<file path="config.mk">
export PLATFORM = sky130hd
export DESIGN_NAME = rr_arbiter
export DESIGN_NICKNAME = d
export VERILOG_FILES = /design/src/rtl/arb_pkg.sv /design/src/rtl/rr_pick.sv /design/src/rtl/rr_arbiter.sv
export SDC_FILE = /design/constraint.sdc
export NUM_CORES = 1
export LEC_CHECK = 0
export CELL_PAD_IN_SITES_DETAIL_PLACEMENT = 1
export CELL_PAD_IN_SITES_GLOBAL_PLACEMENT = 1
export CORE_MARGIN = 1.5
export CORE_UTILIZATION = 37
export DETAILED_ROUTE_END_ITERATION = 8
export GPL_ROUTABILITY_DRIVEN = 0
export GPL_TIMING_DRIVEN = 0
export PLACE_DENSITY_LB_ADDON = 0.1
export SETUP_SLACK_MARGIN = 0.02
export SLEW_MARGIN = 20
export SYNTH_ARGS = -nofsm -noshare
export SYNTH_HDL_FRONTEND = slang
export SYNTH_HIERARCHICAL = 1
export SYNTH_SLANG_ARGS = --single-unit
</file>
<file path="constraint.sdc">
create_clock -name clk -period 3.6 [get_ports clk]
set_input_delay 0.36 -clock clk [delete_from_list [all_inputs] [get_ports clk]]
set_output_delay 0.36 -clock clk [all_outputs]
set_load 0.02 [all_outputs]
</file>
<file path="src/rtl/arb_pkg.sv">
// Shared definitions for the round-robin arbiter.
// State encodings and a one-hot-or-zero check helper.
package arb_pkg;

  localparam logic ARB_IDLE = 1'b0;
  localparam logic ARB_BUSY = 1'b1;

  typedef enum logic {
    S_IDLE = ARB_IDLE,
    S_BUSY = ARB_BUSY
  } arb_state_e;

  // True when at most one bit of v is set.
  function automatic logic ONEHOT0(input logic [31:0] v);
    return (v & (v - 32'd1)) == 32'd0;
  endfunction

endpackage

</file>
<file path="src/rtl/rr_pick.sv">
// Combinational rotating-priority picker.
// Scans ptr, ptr+1, ... mod N over req with masked bits ignored.
module rr_pick
  import arb_pkg::*;
#(
  parameter int N     = 4,
  parameter int IDX_W = $clog2(N)
) (
  input  logic [N-1:0]     req,
  input  logic [IDX_W-1:0] ptr,
  input  logic [N-1:0]     mask,
  output logic [N-1:0]     win,
  output logic [IDX_W-1:0] win_idx,
  output logic             any
);

  logic [N-1:0] elig;

  assign elig = req & ~mask;

  // First eligible bit at or after ptr, wrapping.
  always_comb begin
    win     = '0;
    win_idx = '0;
    any     = 1'b0;
    for (int i = 0; i < N; i++) begin
      int j;
      j = int'(ptr) + i;
      if (j >= N) j = j - N;
      if (!any && elig[j]) begin
        any     = 1'b1;
        win[j]  = 1'b1;
        win_idx = IDX_W'(j);
      end
    end
  end

endmodule

</file>
<file path="src/rtl/rr_arbiter.sv">
// Round-robin arbiter with registered one-hot grant and index.
// Define RR_ARB_LOCK_EN to hold the grant across multi-beat bursts.
module rr_arbiter
  import arb_pkg::*;
#(
  parameter int N     = 4,
  parameter int IDX_W = $clog2(N)
) (
  input  logic             clk,
  input  logic             rst,
  input  logic [N-1:0]     req,
`ifdef RR_ARB_LOCK_EN
  input  logic [N-1:0]     req_last,
`endif
  input  logic             out_ready,
  output logic [N-1:0]     gnt,
  output logic [IDX_W-1:0] gnt_idx,
  output logic             out_valid
);

  arb_state_e       state_q, state_d;
  logic [N-1:0]     gnt_q, gnt_d;
  logic [IDX_W-1:0] idx_q, idx_d;
  logic [IDX_W-1:0] ptr_q, ptr_d;

  logic             busy;
  logic             accept;
  logic             complete;
  logic             violation;
  logic [IDX_W-1:0] nxt_ptr;
  logic [IDX_W-1:0] pick_ptr;
  logic [N-1:0]     pick_mask;
  logic [N-1:0]     win;
  logic [IDX_W-1:0] win_idx;
  logic             win_any;

  assign busy      = (state_q == S_BUSY);
  assign out_valid = busy & req[idx_q];
  assign accept    = out_valid & out_ready;

`ifdef RR_ARB_LOCK_EN
  assign complete  = accept & req_last[idx_q];
`else
  assign complete  = accept;
`endif

  assign violation = busy & ~req[idx_q];

  assign nxt_ptr   = (idx_q == IDX_W'(N - 1)) ?
                     '0 : idx_q + IDX_W'(1);

  // On completion re-arbitrate from the rotated
  // pointer with the just-served requester masked.
  assign pick_ptr  = complete ? nxt_ptr : ptr_q;
  assign pick_mask = complete ? gnt_q : '0;

  rr_pick #(
    .N     (N),
    .IDX_W (IDX_W)
  ) u_pick (
    .req     (req),
    .ptr     (pick_ptr),
    .mask    (pick_mask),
    .win     (win),
    .win_idx (win_idx),
    .any     (win_any)
  );

  // Next state, next grant and pointer update.
  always_comb begin
    state_d = state_q;
    gnt_d   = gnt_q;
    idx_d   = idx_q;
    ptr_d   = ptr_q;
    unique case (state_q)
      S_IDLE: begin
        if (win_any) begin
          gnt_d   = win;
          idx_d   = win_idx;
          state_d = S_BUSY;
        end
      end
      S_BUSY: begin
        if (complete) begin
          ptr_d = nxt_ptr;
          if (win_any) begin
            gnt_d = win;
            idx_d = win_idx;
          end else begin
            gnt_d   = '0;
            idx_d   = '0;
            state_d = S_IDLE;
          end
        end else if (violation) begin
          gnt_d   = '0;
          idx_d   = '0;
          state_d = S_IDLE;
        end
      end
      default: begin
        gnt_d   = '0;
        idx_d   = '0;
        state_d = S_IDLE;
      end
    endcase
  end

  // State, grant and pointer registers.
  always_ff @(posedge clk) begin
    if (rst) begin
      state_q <= S_IDLE;
      gnt_q   <= '0;
      idx_q   <= '0;
      ptr_q   <= '0;
    end else begin
      state_q <= state_d;
      gnt_q   <= gnt_d;
      idx_q   <= idx_d;
      ptr_q   <= ptr_d;
    end
  end

  // Grant is zero or one-hot and agrees with its index.
  always_ff @(posedge clk) begin
    if (!rst) begin
      assert (ONEHOT0(32'(gnt_q)))
        else $error("gnt not onehot0");
      assert (gnt_q == '0 || gnt_q[idx_q])
        else $error("gnt_idx disagrees with gnt");
    end
  end

  assign gnt     = gnt_q;
  assign gnt_idx = idx_q;

endmodule

</file>
==> results of run 1 <==
[power groups by stage]
stage          clock (uW)  combinational [uW]  sequential, uW
6_report             80.0                 404             140
4_1_cts              84.0                 388             141
3_5_place_dp            0                 351             143
5_1_grt              86.3                 441             142
3_3_place_gp            0                 340             142
2_1_floorplan           0                 240             152
[metal layers]
layer | up-vias | track usage, %
li1 | 520 | -
met1 | 531 | 27.4
met2 | 24 | 40.2
met3 | 6 | 3.17
met4 | 0 | 9.97
met5 | - | 0
[stage by stage]
step                      instance area (sq um)  hold WS, ns  util (%)  power, uW
after detailed placement                   1290        0.605      46.5        493
after CTS                                  1390        0.580      50.0        614
after floorplan                            1130        0.514         -        392
after global placement                     1290        0.589      46.5        482
final                                      1420        0.571      51.1        623
after global routing                       1420        0.602      51.1        669
[state kept, by name, indices dropped and copies added (netlist names)]
name     cells
busy         1
gnt_idx      2
gnt          4
ptr_q        2
[what timing repair did]
action	in CTS	in global routing
endpoints found under the setup margin	7	4
pin swaps	2	4
buffers inserted	7	3
hold buffers	0	0
resized for setup	10	2
[final cells by class]
cell class              count  area, sq um  area share (%)
plain buffers               2         7.51           0.529
clock buffers               3         22.5            1.59
flip-flops and latches      9          184            13.0
inverters                   7         33.8            2.38
multi-input cells         106          938            66.1
clock inverters             1         5.00           0.352
repair buffers             22          190            13.4
well taps                  31         38.8            2.73
[cell usage in the layout (no fill, tap or decap), types with 2 or more instances in the layout]
cell type and count:
nor2b_1 11, nand2_1 11, buf_4 10, mux2i_1 9, dfxtp_1 8, clkdlybuf4s50_1 8
ha_1 7, and2_1 6, o211ai_1 6, o21ai_0 6, nor2_1 5, inv_1 5
nand2b_1 5, dlygate4sd2_1 4, a41oi_1 4, o221ai_1 4, mux4_2 3, a21oi_1 3
clkbuf_4 3, mux2_4 2, nor2b_4 2, nand4_1 2, or4bb_4 2, o22ai_1 2
[path summary, 6_finish.rpt]
path,start,end,slack [ns],cells past startpoint
worst max-delay path,req[3],gnt_idx[0]$_SDFFE_PP0P_,0.11,13
worst min-delay path,rst,ptr_q[0]$_SDFFE_PP0P_,0.57,2
worst max register to register,gnt_idx[0]$_SDFFE_PP0P_,gnt_idx[0]$_SDFFE_PP0P_,0.11,12
worst min register to register,gnt[1]$_SDFFE_PP0P_,gnt[1]$_SDFFE_PP0P_,0.61,3
[logic make-up after synthesis]
| kind of cell | share of synthesized area [%] |
|---|---|
| DFF | 16.6 |
| AOI/OAI and AO/OA | 21.0 |
| muxes | 19.7 |
| and+or+nand+nor | 29.7 |
| adders and majority gates | 9.22 |
| buffers and inverters | 3.80 |
==> impl_metrics.ini, run 1 <==
[status]
status = complete, no violations

[sta]
rsz0062_at_grt = no
period_share_pct = 97.0
finClkSkew_ns = 0.00850
drv_slew = 0
fmax_mhz = 286
relSlewSlack_pct = 55.4
fin_ws_ns = 0.109
worst_slew_pin_slew_ns = 0.668
setup_viol = 0
hold_violations = 0
fin_tns_setup_ns = 0
period_needed_ns = 3.49

[logic_synthesis]
yosysMostFrequentCell = nand2_1
syn_avg_cell_area_sq_um = 8.69
netlist_instances = 125
ys_async_sr_fraction_pct = 0
synth_nets = 140
ys_ff_latch = 9
synthTopCellsByArea = dfxtp_1, ha_1, mux2i_1
yosysSeqAreaShare_pct = 16.6
syn_area_sq_um = 1090
yosys_warnings = 6
dominantRegCellSynth = dfxtp_1
synth_edf_count = 0
netlist.area_leader.share_pct = 16.6
ys_top_cells_by_count = nand2_1, nor2b_1, dfxtp_1, mux2i_1, ha_1
yosysTopAreaCell = dfxtp_1
ys_types = 38

[power]
p_seq_share_pct = 22.4
powerDensity_nw_per_um2 = 439
power_frac_clock_pct = 12.8
netSwitchingFraction_pct = 43.2
p_leak_uw = 0.000571
peakVddDrop_mv = 0.244
p_sw_uw = 270
power_frac_comb_pct = 64.7
p_int_uw = 354

[setup_path]
path_buf_inv = 2
slowest_stage = mux4_2
cp.required_ns = 3.75
crit_top_cell = mux4_2
worstSetupEndpointType = register
path_class = input pin to register
cp_top_family = simple AND/OR/NAND/NOR gates
cp_slowest_stage_delay_ns = 0.50
crit_arrival_ns = 3.64
path_cells = dlygate4sd2_1 > mux4_2 > and3_4 > mux2_4 > clkinv_4 > ha_4 > mux4_2 > or2_4 > or3b_4 > nand2_4 > o31ai_4 > o211ai_1 > nand2_1
critPathLaunchType = input pin
path_max_fanout = 10

[routing]
m1WireLength_um = 1490
wl_met3_um = 104
vias_per_cell = 5.97
wl_met2_um = 1710
drt_pass1_iterations = 4
drc_errors = 0
ant_nets = 0
wl_um = 3360
drt_iter0_drc = 45
top_layer = met4
vias = 1081
wl_per_cell_um = 18.6

[layout]
drive_gt1_share_pct = 24.7
syn_to_final_growth_pct = 30.8
final_cells = 181
n_fill_cell = 337
layout.nets = 166
n_antenna_cell = 0

[die]
core_sq_um = 2780
ios = 14
fp.dieArea_sq_um = 3270
initial_core_util_pct = 39.0
die_w_um = 57.2
row_count = 19
die_h_um = 57.2

[job]
cap_violations = 0

[global_route]
antenna_found_initial = 0
grt_pass1_wl_um = 5710
grt_use_total_pct = 22.8
grt_pass1_vias = 1175
grt_max_degree = 11
overflow = 0

[cts]
numClockSinks = 9
cts_buffers = 3
clk_pin_slew_ns = 0.07
root_buffer = clkbuf_4
clk-insertion-delay-late_ns = 0.27
clockBufferDepth = 2
h-tree-depth = 1
cts_tree = done

[placement]
hpwl_um = 2530
port_buffers = 12
dp_slack_ns = -0.751
dp_cells = 168

[worst_hold_path]
hold_path.class = input pin to register
(Power assumes the default switching activity.)
==> run 2: changes to the inputs <==
- CORE_ASPECT_RATIO: unset -> 0.7
==> run 2 against run 1 <==
Combinational power increased by 6.7%. Critical path depth decreased by 1. Sequential power about the same. Largest cell class unchanged. Die area increased by 0.17%. Worst hold slack improved by 0.031 ns. Core utilization increased by 1.4 points.
==> impl_metrics.ini, run 2 (synthesis gave the netlist of run 1 again) <==
[global_route]
grt_max_degree = 11
grt_use_total_pct = 24.6
grt_pass1_vias = 1140
grt_pass1_wl_um = 5870
antenna_found_initial = 0
overflow = 0

[worst_hold_path]
hold_path.class = register to register

[power]
powerDensity_nw_per_um2 = 477
p_leak_uw = 0.000592
p_seq_share_pct = 20.1
p_int_uw = 403
totalPowerFinal_uw = 701
netSwitchingFraction_pct = 42.5
power_frac_comb_pct = 61.5
p_sw_uw = 298
peakVddDrop_mv = 0.178
power_frac_clock_pct = 18.4

[sta]
relSlewSlack_pct = 51.0
hold_violations = 0
fmax_mhz = 283
worst_slew_pin_slew_ns = 0.735
period_needed_ns = 3.53
period_share_pct = 98.2
drv_slew = 0
fin_tns_setup_ns = 0
finClkSkew_ns = 0.00632
setup_viol = 0

[cts]
root_buffer = clkbuf_8
clk_pin_slew_ns = 0.05
cts_tree = done
clk-insertion-delay-late_ns = 0.25
numClockSinks = 9
clockBufferDepth = 2
cts_buffers = 3
h-tree-depth = 1

[die]
initial_core_util_pct = 38.8
die_h_um = 48.3
core_sq_um = 2800
fp.dieArea_sq_um = 3270
ios = 14
die_w_um = 67.8
row_count = 16

[layout]
syn_to_final_growth_pct = 35.3
layout.nets = 169
n_fill_cell = 329
largest_reg_flops = 4
final_cell_mix = buf_4, nor2b_1, nand2_1
n_antenna_cell = 0
final_util_pct = 52.4
drive_gt1_share_pct = 25.5
layout_commonest_cell = buf_4
final-seq-area_sq_um = 184
multi_input_area_sq_um = 938

[setup_path]
path_cells = mux4_2 > and3_4 > mux2_4 > inv_8 > ha_4 > mux4_2 > or2_4 > or3b_4 > nand2_4 > o31ai_4 > o211ai_1 > nand2_1
critPathLaunchType = register
slowest_stage = mux4_2
path_max_fanout = 10
crit_arrival_ns = 3.67
cp_slowest_stage_delay_ns = 0.53
worstSetupEndpointType = register
path_class = register to register
cp.required_ns = 3.74
crit_top_cell = mux4_2

[routing]
drt_iter0_drc = 75
wl_per_cell_um = 19.6
ant_nets = 0
vias = 1139
wl_um = 3710
drt_pass1_iterations = 4
drc_errors = 0
vias_per_cell = 6.03

[placement]
port_buffers = 12
hpwl_um = 2480

[status]
status = complete, no violations

[job]
cap_violations = 0
[run 2: changes by cell type in the layout (fill, tap and decap cells not counted)]
cell,change
buf_4,+3
clkbuf_4,-3
clkbuf_8,+3
clkbuf_1,+1
clkinv_2,-1
clkinv_4,-1
inv_8,+1
[run 2: final cells by class]
type                    count  area share, %
plain buffers               2          0.511
clock buffers               4           3.07
inverters                   7           2.47
multi-input cells         106           63.9
flip-flops and latches      9           12.5
well taps                  36           3.07
repair buffers             25           14.5
[run 2: stage by stage]
stage               setup WS (ns)  hold slack [ns]  instance area, sq um  cells
global placement           -0.707            0.583                  1300    173
global route              -0.0104            0.644                  1470    189
floorplan                  0.0344            0.514                  1130    125
finish                     0.0660            0.602                  1470    189
detailed placement         -0.768            0.594                  1300    173
CTS                        0.0809            0.602                  1410    182
[run 2: critical path, delay by kind of cell (launching register included)]
kind | cells | cell delay [ns]
and+or+nand+nor | 5 | 1.17
DFF | 1 | 0.38
adders and majority gates | 1 | 0.22
buffers and inverters | 1 | 0.11
muxes | 3 | 1.20
AOI/OAI and AO/OA | 2 | 0.34
[run 2: final timing paths]
check	startpoint	end	slack [ns]	cells after the start
max	gnt_idx[0]$_SDFFE_PP0P_	gnt_idx[0]$_SDFFE_PP0P_	0.07	12
min	gnt[0]$_SDFFE_PP0P_	gnt[0]$_SDFFE_PP0P_	0.60	3
max reg2reg	gnt_idx[0]$_SDFFE_PP0P_	gnt_idx[0]$_SDFFE_PP0P_	0.07	12
min reg2reg	gnt[0]$_SDFFE_PP0P_	gnt[0]$_SDFFE_PP0P_	0.60	3
[run 2: repair_timing]
action | in CTS | in global routing
gates resized for setup | 10 | 3
hold buffers | 0 | 0
gates cloned | 0 | 0
endpoints found under the setup margin | 7 | 6
pin swaps | 2 | 8
buffers inserted | 6 | 7
[run 2: power by group through the flow]
stage | sequential, uW | clock, uW | combinational (uW)
final | 141 | 129 | 431
after global routing | 143 | 140 | 462
after CTS | 142 | 125 | 384
after detailed placement | 143 | 0 | 351
after global placement | 141 | 0 | 340
after floorplan | 152 | 0 | 240
[run 2: layer usage]
metal	global-route usage [%]	routed length [um]
met3	5.81	195
met4	8.84	41
met5	0	0
met2	34.3	1640
met1	36.3	1840
==> run 3: changes to the inputs <==
- RECOVER_POWER: unset -> 25
==> run 3 against run 2 <==
Non-clock buffer count unchanged. Via count is essentially flat. First-iteration DRC count did not move. Sequential share of layout area is the same. Final cell count unchanged.
==> impl_metrics.ini, run 3 (synthesis gave the netlist of run 1 again) <==
[sta]
period_share_pct = 98.1
finClkSkew_ns = 0.00627
fmax_mhz = 283
hold_violations = 0
period_needed_ns = 3.53
hold_ws_ns = 0.599
worst_slew_pin_slew_ns = 0.736
setup_viol = 0
drv_slew = 0
relSlewSlack_pct = 50.9

[global_route]
grt_pass1_vias = 1140
grt_use_total_pct = 24.6
overflow = 0
grt_max_degree = 11
antenna_found_initial = 0
grt_pass1_wl_um = 5870

[layout]
final_util_pct = 52.4
largest_reg_flops = 4
layout.nets = 169
layout_commonest_cell = buf_4
final_cells = 189
n_antenna_cell = 0
drive_gt1_share_pct = 25.5
final_cell_mix = buf_4, nor2b_1, nand2_1
syn_to_final_growth_pct = 35.3

[setup_path]
crit_arrival_ns = 3.67
cp.required_ns = 3.74
slowest_stage = mux4_2
critPathLaunchType = register
path_cells = mux4_2 > and3_4 > mux2_4 > inv_8 > ha_4 > mux4_2 > or2_4 > or3b_4 > nand2_4 > o31ai_4 > o211ai_1 > nand2_1
crit_top_cell = mux4_2
path_class = register to register
cp_slowest_stage_delay_ns = 0.53
path_max_fanout = 10
worstSetupEndpointType = register

[routing]
drc_errors = 0
ant_nets = 0
wl_um = 3710
drt_iter0_drc = 75
wl_per_cell_um = 19.6
drt_pass1_iterations = 4
vias_per_cell = 6.02
vias = 1138

[cts]
cts_tree = done
h-tree-depth = 1
clk-insertion-delay-late_ns = 0.25
clk_pin_slew_ns = 0.05
cts_buffers = 3
clockBufferDepth = 2
holdBufCountCts = 0
numClockSinks = 9
root_buffer = clkbuf_8

[worst_hold_path]
hold_path.class = register to register

[die]
fp.dieArea_sq_um = 3270
row_count = 16
die_w_um = 67.8
core_sq_um = 2800
ios = 14
initial_core_util_pct = 38.8
die_h_um = 48.3

[power]
totalPowerFinal_uw = 698
p_leak_uw = 0.000604
powerDensity_nw_per_um2 = 475
peakVddDrop_mv = 0.176

[status]
status = complete, no violations

[placement]
hpwl_um = 2480
dp_cells = 173
port_buffers = 12

[job]
cap_violations = 0
## run 3: cell types whose count changed in the layout (fill, tap and decap cells not counted)
cell / change
clkdlybuf4s50_1: -4
dlygate4sd3_1: +4
## run 3: through the flow
| stage | cell area (sq um) | setup TNS [ns] | setup slack (ns) |
|---|---|---|---|
| finish | 1470 | 0 | 0.0677 |
| CTS | 1410 | 0 | 0.0809 |
| global placement | 1300 | -4.47 | -0.707 |
| floorplan | 1130 | 0 | 0.0344 |
| global route | 1470 | -0.00891 | -0.00891 |
| detailed placement | 1300 | -4.86 | -0.768 |
## run 3: power breakdown
part / switching [uW] / leakage (uW) / internal (uW) / total [uW]
Sequential: 22.8 / 0.0000743 / 118 / 141
Combinational: 224 / 0.000507 / 204 / 428
Clock: 51.1 / 0.0000228 / 78.1 / 129
Total: 298 / 0.000604 / 400 / 698
## run 3: worst max-delay path, delay by kind of cell (launching register included)
family,cells,cell delay [ns]
flip-flops,1,0.38
AO/OA/AOI/OAI,2,0.34
buffers and inverters,1,0.11
adder cells (fa/ha/maj),1,0.22
AND/OR/NAND/NOR,5,1.17
multiplexers,3,1.20
## run 3: area by class of cell
cell class / instances / area, sq um
Inverter: 7 / 36.3
Sequential cell: 9 / 184
Buffer: 2 / 7.51
Timing Repair Buffer: 25 / 213
Clock buffer: 4 / 45.0
Tap cell: 36 / 45.0
Fill cell: 329 / 1330
Multi-Input combinational cell: 106 / 938
## run 3: timing repair
action	4_1_cts	5_1_grt
setup endpoints to repair	7	6
pin swaps	2	8
buffers inserted	6	7
gates resized for setup	10	3
## run 3: worst paths after layout
kind                                 from                      end  slack (ns)  depth (start not counted)
setup / recovery  gnt_idx[0]$_SDFFE_PP0P_  gnt_idx[0]$_SDFFE_PP0P_        0.07                         12
hold / removal        gnt[0]$_SDFFE_PP0P_      gnt[0]$_SDFFE_PP0P_        0.60                          3
setup reg to reg  gnt_idx[0]$_SDFFE_PP0P_  gnt_idx[0]$_SDFFE_PP0P_        0.07                         12
hold reg to reg       gnt[0]$_SDFFE_PP0P_      gnt[0]$_SDFFE_PP0P_        0.60                          3
## run 3: layer usage
| metal | part of all wire [%] | up-vias | global-route usage, % |
|---|---|---|---|
| met5 | 0 | - | 0 |
| met1 | 50 | 575 | 36.3 |
| met4 | 1.1 | 0 | 8.84 |
| met3 | 5.3 | 4 | 5.81 |
| met2 | 44 | 31 | 34.3 |
| li1 | - | 528 | - |
